**config.mk**
```make
export PLATFORM = sky130hd
export DESIGN_NAME = baud_detect
export DESIGN_NICKNAME = d
export VERILOG_FILES = /design/src/rtl/baud_detect_pkg.sv /design/src/rtl/baud_detect_rx_sync.sv /design/src/rtl/baud_detect.sv
export SDC_FILE = /design/constraint.sdc
export NUM_CORES = 1
export LEC_CHECK = 0
export ABC_AREA = 0
export BUFFER_PORTS_ARGS = -buffer_cell sky130_fd_sc_hd__buf_2
export CORE_MARGIN = 1.5
export CORE_UTILIZATION = 40
export DETAILED_ROUTE_END_ITERATION = 6
export PLACE_DENSITY = 0.54
export SLEW_MARGIN = 20
export SYNTH_ARGS = -nofsm -noshare
export SYNTH_HDL_FRONTEND = slang
export SYNTH_SLANG_ARGS = --single-unit
```
**constraint.sdc**
```tcl
create_clock -name clk -period 9.6 [get_ports clk]
set_input_delay 1.92 -clock clk [delete_from_list [all_inputs] [get_ports clk]]
set_output_delay 1.92 -clock clk [all_outputs]
set_load 0.03 [all_outputs]
```
**src/rtl/baud_detect_pkg.sv**
```systemverilog
// Shared definitions for the autobaud detector: rate list, nominal period and
// window helpers, timeout, idle qualifier length and FSM state encodings.
package baud_detect_pkg;

    typedef enum logic [2:0] {
        IDLE     = 3'd0,
        ARM      = 3'd1,
        WAIT_LOW = 3'd2,
        MEASURE  = 3'd3,
        CLASSIFY = 3'd4
    } state_t;

    localparam int unsigned NUM_RATES = 12;
    localparam int unsigned IDLE_QUAL = 16;
    localparam logic [3:0]  SEL_DEFAULT = 4'd4;

    localparam int unsigned RATES [NUM_RATES] = '{
        300, 1200, 2400, 4800, 9600, 19200,
        38400, 57600, 115200, 230400, 460800, 921600
    };

    // Nominal bit period in clock cycles, rounded to nearest.
    function automatic int unsigned nominal(input int unsigned clk_hz, input int unsigned idx);
        return (clk_hz + RATES[idx] / 2) / RATES[idx];
    endfunction

    function automatic int unsigned win_lo(input int unsigned clk_hz, input int unsigned idx);
        return (nominal(clk_hz, idx) * 3) / 4;
    endfunction

    function automatic int unsigned win_hi(input int unsigned clk_hz, input int unsigned idx);
        return (nominal(clk_hz, idx) * 5) / 4;
    endfunction

    // One past the widest window, so any pulse reaching it can never be classified.
    function automatic int unsigned tmax(input int unsigned clk_hz);
        return win_hi(clk_hz, 0) + 1;
    endfunction

endpackage

```
**src/rtl/baud_detect_rx_sync.sv**
```systemverilog
// Two-flop synchronizer for the serial line; resets to the idle-high level.
module rx_sync (
    input  logic clk,
    input  logic reset,
    input  logic rx,
    output logic rxs
);

    logic meta;

    always_ff @(posedge clk) begin
        if (reset) begin
            meta <= 1'b1;
            rxs  <= 1'b1;
        end else begin
            meta <= rx;
            rxs  <= meta;
        end
    end

endmodule

```
**src/rtl/baud_detect.sv**
```systemverilog
// Autobaud detector: measures the width of the first start bit after an arm
// pulse and classifies it against the standard rate table.
module baud_detect
    import baud_detect_pkg::*;
#(
    parameter int unsigned CLK_HZ = 100_000_000
) (
    input  logic       clk,
    input  logic       reset,
    input  logic       rx,
    input  logic       start,
    output logic [3:0] sel,
    output logic       valid,
    output logic       err,
    output logic       busy
);

    localparam logic [18:0] TMAX = 19'(tmax(CLK_HZ));

    state_t      state;
    state_t      state_nx;
    logic        rxs;
    logic [18:0] cnt;
    logic [4:0]  hicnt;
    logic [3:0]  hit_idx;
    logic [3:0]  hit_num;
    logic        hit_one;

    rx_sync u_rx_sync (
        .clk   (clk),
        .reset (reset),
        .rx    (rx),
        .rxs   (rxs)
    );

    // Windows near 38400/57600 overlap; a pulse landing in both is rejected.
    always_comb begin
        hit_idx = 4'd0;
        hit_num = 4'd0;
        for (int unsigned i = 0; i < NUM_RATES; i++) begin
            if (32'(cnt) >= win_lo(CLK_HZ, i) && 32'(cnt) <= win_hi(CLK_HZ, i)) begin
                hit_num = hit_num + 4'd1;
                hit_idx = 4'(i);
            end
        end
        hit_one = (hit_num == 4'd1);
    end

    always_comb begin
        state_nx = state;
        case (state)
            IDLE:     if (start) state_nx = ARM;
            ARM:      if (rxs && hicnt == 5'(IDLE_QUAL - 1)) state_nx = WAIT_LOW;
            WAIT_LOW: if (!rxs) state_nx = MEASURE;
            MEASURE: begin
                if (rxs)
                    state_nx = CLASSIFY;
                else if (cnt == TMAX)
                    state_nx = IDLE;
            end
            CLASSIFY: state_nx = IDLE;
            default:  state_nx = IDLE;
        endcase
    end

    assign busy = (state != IDLE);

    always_ff @(posedge clk) begin
        if (reset)
            state <= IDLE;
        else
            state <= state_nx;
    end

    always_ff @(posedge clk) begin
        if (reset) begin
            cnt   <= '0;
            hicnt <= '0;
            sel   <= SEL_DEFAULT;
            valid <= 1'b0;
            err   <= 1'b0;
        end else begin
            case (state)
                IDLE: begin
                    if (start) begin
                        valid <= 1'b0;
                        err   <= 1'b0;
                        hicnt <= '0;
                    end
                end
                ARM: hicnt <= rxs ? hicnt + 5'd1 : 5'd0;
                WAIT_LOW: begin
                    if (!rxs)
                        cnt <= 19'd1;
                end
                MEASURE: begin
                    if (!rxs) begin
                        if (cnt == TMAX) begin
                            err   <= 1'b1;
                            valid <= 1'b0;
                        end else begin
                            cnt <= cnt + 19'd1;
                        end
                    end
                end
                CLASSIFY: begin
                    if (hit_one) begin
                        sel   <= hit_idx;
                        valid <= 1'b1;
                        err   <= 1'b0;
                    end else begin
                        valid <= 1'b0;
                        err   <= 1'b1;
                    end
                end
                default: ;
            endcase
        end
    end

endmodule
```
# == Word level (Yosys, flattened, before mapping) ==
# Index checks and enable logic that the tools add are counted.
# totals
output_inout_bits,7
ff_bits,35
word_cells,127
input_bits,4
# classes
mux,45
add_sub_neg,13
reduce_logical,23
eq_ne,14
n_lt_le_gt_ge,24
# ops
cell,n
4-bit 2-to-1 mux,21
19-bit 2-to-1 mux,3
"4-bit by 1-bit adder with 4-bit output, second input constant",11
"19-bit by 11-bit >= comparator with 1-bit output, second input constant",2
"19-bit by 12-bit <= comparator with 1-bit output, second input constant",2
19-bit case mux with 2 select lines,1
"19-bit by 1-bit adder with 19-bit output, second input constant",1
"19-bit equality test, second input constant",1
"19-bit by 10-bit >= comparator with 1-bit output, second input constant",1
"19-bit by 12-bit >= comparator with 1-bit output, second input constant",1
"19-bit by 13-bit >= comparator with 1-bit output, second input constant",1
"19-bit by 14-bit >= comparator with 1-bit output, second input constant",1
"19-bit by 15-bit >= comparator with 1-bit output, second input constant",1
"19-bit by 16-bit >= comparator with 1-bit output, second input constant",1
"19-bit by 18-bit >= comparator with 1-bit output, second input constant",1
"19-bit by 7-bit >= comparator with 1-bit output, second input constant",1
"19-bit by 8-bit >= comparator with 1-bit output, second input constant",1
"19-bit by 9-bit >= comparator with 1-bit output, second input constant",1
"19-bit by 10-bit <= comparator with 1-bit output, second input constant",1
"19-bit by 11-bit <= comparator with 1-bit output, second input constant",1
"19-bit by 13-bit <= comparator with 1-bit output, second input constant",1
"19-bit by 14-bit <= comparator with 1-bit output, second input constant",1
"19-bit by 15-bit <= comparator with 1-bit output, second input constant",1
"19-bit by 16-bit <= comparator with 1-bit output, second input constant",1
24 further kinds,61

# == Longest topological paths before layout ==
# Gate-level depths: netlist of run 1.
# depth
word_depth,28
ltp_mapped,43
mapped_depth_nobuf,40

# == Modules after synthesis ==
# Synthesis of run 1 repeated with hierarchy kept, for this count alone.
# hier_totals
cells_unflattened,485
hier_area_um2,3493.4
# by_module_without_submodules
module,area_each_um2,seq_area_each_um2,cells_each,instances
baud_detect,3440.8,660.6,481,1
rx_sync,52.6,40.0,4,1

# == Worst setup path before layout of run 1 ==
# Ideal clock, no wire load.
# synth_timing
kind,reg-to-reg
from,register cnt[6]
to,register sel[0]
setup_time_ns,0.121
path_buffers,2
t_arrival_ns,8.294
path_stages_with_launch,39
path_slack_ns,1.185
synth_period_minus_slack_ns,8.415
t_required_ns,9.479
path_cell_list,dfxtp_1 > buf_2 > clkbuf_1 > nand2_1 > inv_1 > nand4_1 > o41ai_1 > a21oi_1 > a2111oi_0 > ha_1 > xnor2_2 > inv_1 > ha_1 > mux2_2 > ha_1 > nor3_1 > nor2_1 > ha_1 > [... 3 more ...] > ha_1 > mux2_2 > ha_1 > nand2b_1 > o21a_1 > ha_1 > or2_2 > o311a_1 > a21boi_0 > ha_1 > mux2_2 > ha_1 > o221ai_1 > a21oi_1 > ha_1 > nor2_1 > a41oi_4 > mux2_4
# synth_via
elab_chain_len,27
elab_cells_between_ends,72
classes_between,add/sub (11); order compare (24); eq/ne (1); mux (23); reduce/logical (13)
# synth_rtl
element,line_no,source
from (decl),baud_detect.sv:23,logic [18:0] cnt;
from (signal assigned),baud_detect.sv:102,cnt <= cnt + 19'd1;
19-bit by 18-bit >= comparator with 1-bit output / 19-bit <= comparator (equally long branches),baud_detect.sv:41,"if (32'(cnt) >= win_lo(CLK_HZ, i) && 32'(cnt) <= win_hi(CLK_HZ, i)) begin"
1-bit logical AND,baud_detect.sv:41,
1-bit 2-to-1 mux,baud_detect.sv:41,
4-bit by 1-bit adder with 4-bit output,baud_detect.sv:42,hit_num = hit_num + 4'd1;
4-bit 2-to-1 mux,baud_detect.sv:41,
4-bit by 1-bit adder with 4-bit output,baud_detect.sv:42,
4-bit 2-to-1 mux,baud_detect.sv:41,
4-bit by 1-bit adder with 4-bit output,baud_detect.sv:42,
[... 11 more ...],n/a,
4-bit by 1-bit adder with 4-bit output,baud_detect.sv:42,
4-bit 2-to-1 mux,baud_detect.sv:41,
4-bit by 1-bit adder with 4-bit output,baud_detect.sv:42,
4-bit 2-to-1 mux,baud_detect.sv:41,
4-bit by 1-bit adder with 4-bit output,baud_detect.sv:42,
4-bit 2-to-1 mux,baud_detect.sv:41,
4-bit by 1-bit equality test with 1-bit output,baud_detect.sv:46,hit_one = (hit_num == 4'd1);
2-bit AND reduction (no source line),n/a,
to (signal assigned),baud_detect.sv:108,sel <= hit_idx;
to (decl),baud_detect.sv:12,"output logic [3:0] sel,"
# Parallel ways exist; a longest one is shown, timed or not.
# A chain may end at the register's enable or synchronous reset.

# == Worst setup path in the final report of run 1 ==
# layout_timing
from,register cnt[4]
to,register sel[0]
# Same word-level chain as after synthesis.

==> out/results.ini, run 1 <==
[finish]
final_area_sq_um = 3566
fillers = 819
layout_commonest_cell = nor2_1
num_antenna_cells = 0
nNetsFinal = 469
drive_above_1_share = 0.1311
layout.cells.non_filler = 555
syn2layout_area_growth_pct = 6.702
layout_common_cells = 59 x nor2_1, 40 x nand2_1, 35 x dfxtp_1, 23 x a21oi_1, 21 x inv_1

[critical_path]
cp_slowest_cell = nor4_1
cpPeakStageDelay_ns = 0.76
rr_endpoint = sel[0]$_SDFFE_PP0P_
path_common_cell = ha_1
cp-start-kind = register
critPathKind = reg -> reg
crit_path_end_kind = register
crit_arrival_ns = 9.18
rrSetupSlack_ns = 0.60
r2r_start = cnt[4]$_SDFFE_PP0P_
reg2regPathDepth = 36
critPathMaxFanout = 16
crit_start = cnt[4]$_SDFFE_PP0P_
required_ns = 9.79

[clocking]
cts_sinks = 35
clk_pin_slew_ns = 0.07
cts_buffers = 5
cts_tree = done
ctsLongestPathBuffers = 2
clkLatencyLatePin_ns = 0.30
htree_num_levels = 2
cts-root-buf = clkbuf_8
post_cts_buffers = 0

[yosys]
yosysTopAreaCellShare = 0.2097
netlist_area_sq_um = 3342
synth_top_area_cell = dfxtp_1
async_flop_share = 0
synth_area_per_cell_sq_um = 7.377
synth-seq-cells = 35
synth_cell_type_count = 71
synth_seq_area_share = 0.2097
yosysWarnings = 0
synth_ff_type = dfxtp_1
synth_fp_nets = 473
syn_inst = 453
ys_top_cells_by_area = dfxtp_1 21%, nor2_1 6.6%, ha_1 6.0%
synth_edf_count = 0

[placement]
io_buffers = 10
gp_congestion = 0.9282
dpl-instance-area_sq_um = 3481
dp_hpwl_um = 7330
dp_cells = 547

[min_path]
hold_class = reg -> reg
hold_depth = 1
holdPathEnd = u_rx_sync.rxs$_SDFF_PP1_
hold_path.startpoint = u_rx_sync.meta$_SDFF_PP1_

[sta]
fmax_ghz = 0.1111
finalCritPeriodShare = 0.9372
skew_ns = 0.005787
rsz0062_at_grt = no
min_period_ns = 8.997
worst_pin_slew_ns = 1.023
setup_tns_ns = 0
finalSetupViolCount = 0
hold_violations = 0
slew_viol_final = 0
slew_headroom = 0.3117

[die]
fp-row-count = 33
core_area_sq_um = 8134
die_h_um = 94.41
initial_utilization = 0.4109
die_w_um = 94.41
dieArea_sq_um = 8912
ios = 11

[routing]
drt_iter0_drc = 387
drcViolationCount = 0
vias_per_cell = 6.191
ant_nets = 0
vias = 3436
drt-wirelength-per-cell_um = 17.56
wl_um = 9748
drtPass1Iterations = 5

[global_routing]
grt_start_max_net_pins = 24
grt_antenna_before_repair = 0
grt_overflow = 0
track_usage = 0.2257
grt_pass1_wl_um = 15840
grt_pass1_vias = 3140

[power_and_ir_drop]
leakagePower_nw = 1.381
power.density_nw_per_um2 = 78.76
peakVddDrop_uv = 61.31

[job]
maxCapViolations = 0

[run_status]
status = finished, final reports clean

## worst max path at each step
| stage | endpoint | cells after the start |
|---|---|---|
| global route | sel[0]$_SDFFE_PP0P_ | 37 |
| global placement | sel[0]$_SDFFE_PP0P_ | 37 |
| floorplan | sel[0]$_SDFFE_PP0P_ | 38 |
| finish | sel[0]$_SDFFE_PP0P_ | 36 |
| CTS | sel[0]$_SDFFE_PP0P_ | 37 |
| detailed placement | sel[1]$_SDFFE_PP0P_ | 37 |
## worst max-delay path: cells and delay by family (launching register included)
| family | cells | cell delay (ns) |
|---|---|---|
| AO/OA/AOI/OAI | 9 | 1.65 |
| XOR/XNOR | 1 | 0.25 |
| adder cells (fa/ha/maj) | 10 | 2.80 |
| buffers and inverters | 2 | 0.10 |
| flip-flops | 1 | 0.72 |
| multiplexers | 4 | 1.16 |
| AND/OR/NAND/NOR | 10 | 2.19 |
## sequential cells by signal (all words and copies together) (netlist names)
signal,flops
u_rx_sync.meta,1
valid,1
state,3
sel,4
err,1
hicnt,5
cnt,19
u_rx_sync.rxs,1
## stage by stage
step	power (mW)	worst slack (ns)	util	hold WS, ns
after floorplan	0.1721	1.185	-	0.3895
after global placement	0.1780	0.7955	0.4279	0.3977
after detailed placement	0.1780	0.6070	0.4279	0.3983
after CTS	0.2853	0.5594	0.4382	0.4218
after global routing	0.2925	0.1217	0.4384	0.4396
final	0.2809	0.6029	0.4384	0.4137
## final cells by class
cell class                 count  area [sq um]  share of cell area
inverter                      21         78.83             0.02211
timing repair buffer          25         162.7             0.04561
multi-input combinational    361          2409              0.6754
clock buffer                   5         68.82             0.01930
sequential                    35         700.7              0.1965
tap                          105         131.4             0.03684
clock inverter                 3         15.01            0.004211
## metal layers
layer  global-route usage  wire length (um)  vias to the layer above
li1                     -                 -                     1653
met1               0.3069              4524                     1603
met2               0.3525              4310                      155
met3              0.04670               599                       25
met4              0.07836               313                        0
met5                    0                 0                        -
## Yosys cell counts, drive strengths merged (4+ instances only)
| library cell | count |
|---|---|
| nor2 | 59 |
| nand2 | 40 |
| dfxtp | 35 |
| a21oi | 23 |
| clkbuf | 23 |
| inv | 21 |
| o21ai | 18 |
| ha | 16 |
| nor3 | 16 |
| nand3 | 14 |
| buf | 13 |
| xnor2 | 13 |
| nand4 | 11 |
| nor4 | 11 |
| xor2 | 11 |
| or3 | 8 |
| a211oi | 7 |
| nor2b | 7 |
| or2 | 7 |
| a2111oi | 6 |
| a211o | 6 |
| a31oi | 6 |
| a41oi | 6 |
| mux2 | 6 |
| and3 | 5 |
| nor4b | 4 |
## power breakdown
group	leakage (nW)	switching, mW	internal, mW	total (mW)
Clock	0.0477	0.0566	0.0496	0.106
Combinational	1.05	0.0150	0.00818	0.0232
Sequential	0.283	0.00359	0.148	0.151
Total	1.38	0.0752	0.206	0.281
## logic make-up after synthesis
logic type / count (synthesis) / synth area share
mux: 8 / 0.02958
xor+xnor: 26 / 0.07937
buf+inv: 57 / 0.07001
fa+ha+maj: 16 / 0.05990
compound gates: 108 / 0.2351
flops: 35 / 0.2097
simple gates: 203 / 0.3164
## what timing repair did
item | 4_1_cts | 5_1_grt
gates resized for setup | 0 | 1
setup endpoints to repair | 0 | 3
hold buffers | 0 | 0
No activity file was read; power rests on OpenSTA's default activity.
==> run 2: changes to the inputs <==
--- a/config.mk
+++ b/config.mk
@@ -10,8 +10,8 @@
 export CORE_MARGIN = 1.5
 export CORE_UTILIZATION = 40
 export DETAILED_ROUTE_END_ITERATION = 6
-export PLACE_DENSITY = 0.54
 export SLEW_MARGIN = 20
 export SYNTH_ARGS = -nofsm -noshare
 export SYNTH_HDL_FRONTEND = slang
+export SYNTH_HIERARCHICAL = 1
 export SYNTH_SLANG_ARGS = --single-unit
==> run 2 against run 1 <==
Register-to-register slack improved by 0.16 ns. Cell area increased by 2.7%. Clock-buffer cell count unchanged. Largest power group unchanged.
==> out/results.ini, run 2 <==
[yosys]
synth-seq-cells = 35
synth_top_family_by_area = simple AND/OR/NAND/NOR gates
synth_fp_nets = 505
synthAdderAreaFrac = 0.05731
yosysTopAreaCellShare = 0.2006
synth-simple-area-share = 0.3643
synth_ff_type = dfxtp_1
async_flop_share = 0
yosysWarnings = 6
netlist_area_sq_um = 3493
synth_seq_area_share = 0.2006
syn_inst = 485
yosysMostFrequentCell = nor2_1
synth_mux_area_frac = 0.006447
synth_top_area_cell = dfxtp_1
synth_area_per_cell_sq_um = 7.203
synth_compound_area_frac = 0.2210
synth_edf_count = 0
synth_cell_type_count = 76
synth_top_cells_by_count = 61 x nor2_1, 38 x nand2_1, 35 x dfxtp_1
synth-xor-area-share = 0.07772
ys_top_cells_by_area = dfxtp_1 20%, nor2_1 6.6%, ha_1 5.7%

[clocking]
cts_tree = done
ctsLongestPathBuffers = 2
clkLatencyLatePin_ns = 0.30
cts_sinks = 35
cts_hold_buf = 0
post_cts_buffers = 0
cts_buffers = 5
clk_pin_slew_ns = 0.08
cts-root-buf = clkbuf_8
postCtsResizedCells = 0
htree_num_levels = 2

[finish]
final_core_util = 0.4389
syn2layout_area_growth_pct = 4.799
drive_above_1_share = 0.09979
largest_register_ffs = 19
reg_top3 = cnt: 19 flops, hicnt: 5 flops, sel: 4 flops
nNetsFinal = 490
fillers = 872
max_flop_register = cnt
num_antenna_cells = 0
layout_common_cells = 61 x nor2_1, 38 x nand2_1, 35 x dfxtp_1, 29 x nor3_1, 23 x nand3_1
layout_commonest_cell = nor2_1

[sta]
setup_tns_ns = 0
min_period_ns = 8.838
fmax_ghz = 0.1132
rsz0062_at_grt = no
finalCritPeriodShare = 0.9206
slew_headroom = 0.4064
worst_pin_slew_ns = 0.8822
hold_violations = 0
slew_viol_final = 0
finalSetupViolCount = 0
skew_ns = 0.009527

[routing]
drt-wirelength-per-cell_um = 18.46
vias = 3627
vias_per_cell = 6.297
drt_iter0_drc = 461
drcViolationCount = 0
ant_nets = 0
wl_um = 10630
drtPass1Iterations = 5

[die]
fp-row-count = 33
die_w_um = 96.45
dieArea_sq_um = 9303
initial_utilization = 0.4188
die_h_um = 96.45
core_area_sq_um = 8341
ios = 11

[placement]
io_buffers = 10
dp_hpwl_um = 7780
gp_congestion = 1.001

[critical_path]
critPathKind = reg -> reg
cp_num_buf_inv = 3
crit_path_end_kind = register
crit_arrival_ns = 9.08
reg2regPathDepth = 39
rr_endpoint = sel[3]$_SDFFE_PP0P_
required_ns = 9.84
cpPeakStageDelay_ns = 0.79
critical_path.top_delay_family = adder cells
critPathMaxFanout = 18
r2r_start = cnt[1]$_SDFFE_PP0P_
rrSetupSlack_ns = 0.76
path_common_cell = ha_1
cp_slowest_cell = dfxtp_1
cp-start-kind = register

[job]
maxCapViolations = 0

[global_routing]
grt_antenna_before_repair = 0
grt_pass1_wl_um = 17400
grt_pass1_vias = 3438
track_usage = 0.2421
grt_overflow = 0
grt_start_max_net_pins = 23

[min_path]
hold_class = reg -> reg
hold_path.startpoint = u_rx_sync/meta$_SDFF_PP1_
holdPathEnd = u_rx_sync/rxs$_SDFF_PP1_
hold_depth = 1

[power_and_ir_drop]
power.density_nw_per_um2 = 100.2
power_uw = 366.8
peakVddDrop_uv = 150.6
leakagePower_nw = 1.386

[run_status]
status = finished, final reports clean

-- run 2: final cells by class --
cell class	count	area (sq um)	share of cell area
Timing Repair Buffer	19	117.6	0.03213
Sequential cell	35	700.7	0.1914
Clock inverter	3	43.79	0.01196
Tap cell	105	131.4	0.03589
Clock buffer	5	68.82	0.01880
Inverter	16	60.06	0.01640
Multi-Input combinational cell	393	2539	0.6934
-- run 2: report_power, final --
part | internal (mW) | switching [mW] | leakage [nW]
clock network | 0.0772 | 0.0561 | 0.0581
registers | 0.153 | 0.0145 | 0.283
logic | 0.0246 | 0.0415 | 1.05
-- run 2: how the worst max path moves through the flow --
stage	start	end	slack [ns]	depth (start not counted)
global route	cnt[1]$_SDFFE_PP0P_	sel[2]$_SDFFE_PP1P_	0.10	39
floorplan	cnt[10]$_SDFFE_PP0P_	sel[2]$_SDFFE_PP1P_	1.93	40
CTS	cnt[1]$_SDFFE_PP0P_	sel[3]$_SDFFE_PP0P_	0.84	39
global placement	cnt[1]$_SDFFE_PP0P_	sel[2]$_SDFFE_PP1P_	1.13	39
finish	cnt[1]$_SDFFE_PP0P_	sel[3]$_SDFFE_PP0P_	0.76	39
detailed placement	cnt[1]$_SDFFE_PP0P_	sel[2]$_SDFFE_PP1P_	0.88	39
-- run 2: layer usage --
metal,GRT usage,wire [um],up-vias
met5,0,0,-
met2,0.3561,4568,184
met3,0.04304,870,44
li1,-,-,1739
met4,0.1244,516,0
met1,0.3352,4679,1660
-- run 2: kinds of logic after synthesis --
| group | count (synthesis) |
|---|---|
| buf+inv | 57 |
| flops | 35 |
| fa+ha+maj | 16 |
| mux | 2 |
| xor+xnor | 26 |
| compound gates | 106 |
| simple gates | 243 |
-- run 2: stage by stage --
stage,hold WS [ns],instances,setup WS (ns),instance area [sq um]
4_1_cts,0.4380,576,0.8353,3661
5_1_grt,0.4640,576,0.1020,3661
3_3_place_gp,0.4104,568,1.127,3548
2_1_floorplan,0.3854,485,1.926,3493
3_5_place_dp,0.4170,568,0.8764,3548
6_report,0.4323,576,0.7624,3661
==> run 3: changes to the inputs <==
--- a/config.mk
+++ b/config.mk
@@ -7,6 +7,7 @@
 export LEC_CHECK = 0
 export ABC_AREA = 0
 export BUFFER_PORTS_ARGS = -buffer_cell sky130_fd_sc_hd__buf_2
+export CORE_ASPECT_RATIO = 1.1
 export CORE_MARGIN = 1.5
 export CORE_UTILIZATION = 40
 export DETAILED_ROUTE_END_ITERATION = 6
==> run 3 against run 2 <==
Total power down 4.5%. Non-clock buffer count down 1. Critical path depth unchanged. Global-route usage down 0.11 points. Cell area down 0.38%. Worst hold slack worse by 0.023 ns. Critical endpoint is now sel[2]$_SDFFE_PP1P_.
==> out/results.ini, run 3 (synthesis results as in run 2) <==
[critical_path]
cp_num_cells = 39
reg2regPathDepth = 39
cpPeakStageDelay_ns = 0.77
critPathMaxFanout = 18
r2r_start = cnt[1]$_SDFFE_PP0P_
cp_slowest_cell = dfxtp_1
worstSetupEndpoint = sel[2]$_SDFFE_PP1P_
cp-start-kind = register
required_ns = 9.78
path_common_cell = ha_1
critical_path.top_delay_family = adder cells
rr_endpoint = sel[2]$_SDFFE_PP1P_
rrSetupSlack_ns = 0.80
crit_arrival_ns = 8.98
critPathKind = reg -> reg
crit_path_end_kind = register
crit_start = cnt[1]$_SDFFE_PP0P_
cp_num_buf_inv = 3

[power_and_ir_drop]
leakagePower_nw = 1.370
clkPwrFrac = 0.339
switching_share = 0.3260
seqPwrFrac = 0.476
internal_power_uw = 236.0
power.density_nw_per_um2 = 96.02
p_switching_uw = 114.2
p_comb_frac = 0.185
peakVddDrop_uv = 89.21

[finish]
layout_common_cells = 61 x nor2_1, 38 x nand2_1, 35 x dfxtp_1, 29 x nor3_1, 23 x nand3_1
multi_input_area_sq_um = 2539
reg_top3 = cnt: 19 flops, hicnt: 5 flops, sel: 4 flops
largest_register_ffs = 19
drive_above_1_share = 0.09787
syn2layout_area_growth_pct = 4.406
regArea_sq_um = 700.7
nNetsFinal = 489
num_antenna_cells = 0
fillers = 918
layout_commonest_cell = nor2_1
max_flop_register = cnt

[clocking]
cts_hold_buf = 0
post_cts_buffers = 0
cts_sinks = 35
cts_buffers = 5
ctsLongestPathBuffers = 2
clk_pin_slew_ns = 0.08
cts-root-buf = clkbuf_8
postCtsResizedCells = 0
clkLatencyLatePin_ns = 0.30
cts_tree = done
htree_num_levels = 2

[routing]
ant_nets = 0
vias = 3684
drt-wirelength-per-cell_um = 18.48
highest_layer = met4
drt_iter0_drc = 332
drtPass1Iterations = 7
wl_um = 10740
vias_per_cell = 6.341
met2_length_um = 4727
dr_wl_met3_um = 785
wl_met1_um = 4602
drcViolationCount = 0

[sta]
fin_hold_ws_ns = 0.4091
fmax_ghz = 0.1137
slew_headroom = 0.4646
slew_viol_final = 0
rsz0062_at_grt = no
skew_ns = 0.005262
finalSetupViolCount = 0
finalCritPeriodShare = 0.9165
hold_violations = 0
worst_pin_slew_ns = 0.7958
setup_tns_ns = 0
min_period_ns = 8.799

[die]
ios = 11
dieArea_sq_um = 9304
die_h_um = 101.0
initial_utilization = 0.4155
core_area_sq_um = 8408
fp-row-count = 35
die_w_um = 92.11

[run_status]
status = finished, final reports clean

[placement]
io_buffers = 10
gp_congestion = 0.9815
dp_hpwl_um = 7978

[global_routing]
grt_start_max_net_pins = 23
grt_antenna_before_repair = 0
grt_pass1_vias = 3541
grt_overflow = 0
grt_pass1_wl_um = 17790
track_usage = 0.2410

[min_path]
hold_path.startpoint = u_rx_sync/meta$_SDFF_PP1_
hold_class = reg -> reg

[job]
maxCapViolations = 0

[run 3: changes by cell type in the layout (fill, tap and decap cells not counted)]
cell and change:
clkinvlp_4 +1, clkinv_2 -1, bufinv_16 -1, clkbuf_8 +1
buf_4 -1
[run 3: worst register-to-register path: cells and delay by family (launching register included)]
| family | cells | cell delay [ns] |
|---|---|---|
| compound gates | 11 | 1.58 |
| mux | 2 | 0.54 |
| flops | 1 | 0.77 |
| buf+inv | 3 | 0.22 |
| fa+ha+maj | 11 | 3.35 |
| xor+xnor | 1 | 0.28 |
| simple gates | 11 | 1.93 |
[run 3: stage by stage]
step,util,setup slack [ns],power [mW],cells,instance area (sq um)
floorplan,-,1.926,0.2207,485,3493
global placement,0.4220,1.141,0.2345,573,3548
detailed placement,0.4220,0.9418,0.2356,573,3548
CTS,0.4338,0.9068,0.3544,581,3647
global route,0.4338,0.06935,0.3689,581,3647
finish,0.4338,0.8011,0.3502,581,3647
[run 3: layout make-up]
type / count / share of cell area
clock inverters: 2 / 0.004460
multi-input cells: 393 / 0.6961
flip-flops and latches: 35 / 0.1921
clock buffers: 6 / 0.02264
well taps: 111 / 0.03808
inverters: 16 / 0.01647
repair buffers: 18 / 0.03019
[run 3: power groups by stage]
stage | sequential [mW] | clock (mW) | combinational (mW)
after floorplan | 0.162 | 0 | 0.0589
after global placement | 0.170 | 0 | 0.0647
after detailed placement | 0.170 | 0 | 0.0657
after CTS | 0.167 | 0.122 | 0.0658
after global routing | 0.168 | 0.126 | 0.0744
final | 0.167 | 0.119 | 0.0648
[run 3: how the worst min path moves through the flow]
stage,to,cells after the start
CTS,u_rx_sync/rxs$_SDFF_PP1_,1
finish,u_rx_sync/rxs$_SDFF_PP1_,1
floorplan,u_rx_sync/rxs$_SDFF_PP1_,1
detailed placement,u_rx_sync/rxs$_SDFF_PP1_,1
global placement,u_rx_sync/rxs$_SDFF_PP1_,1
global route,u_rx_sync/rxs$_SDFF_PP1_,1
[run 3: per-layer routing]
metal	vias up	track usage
met4	0	0.1420
met1	1718	0.3103
met3	55	0.04148
li1	1737	-
met5	-	0
met2	174	0.3772
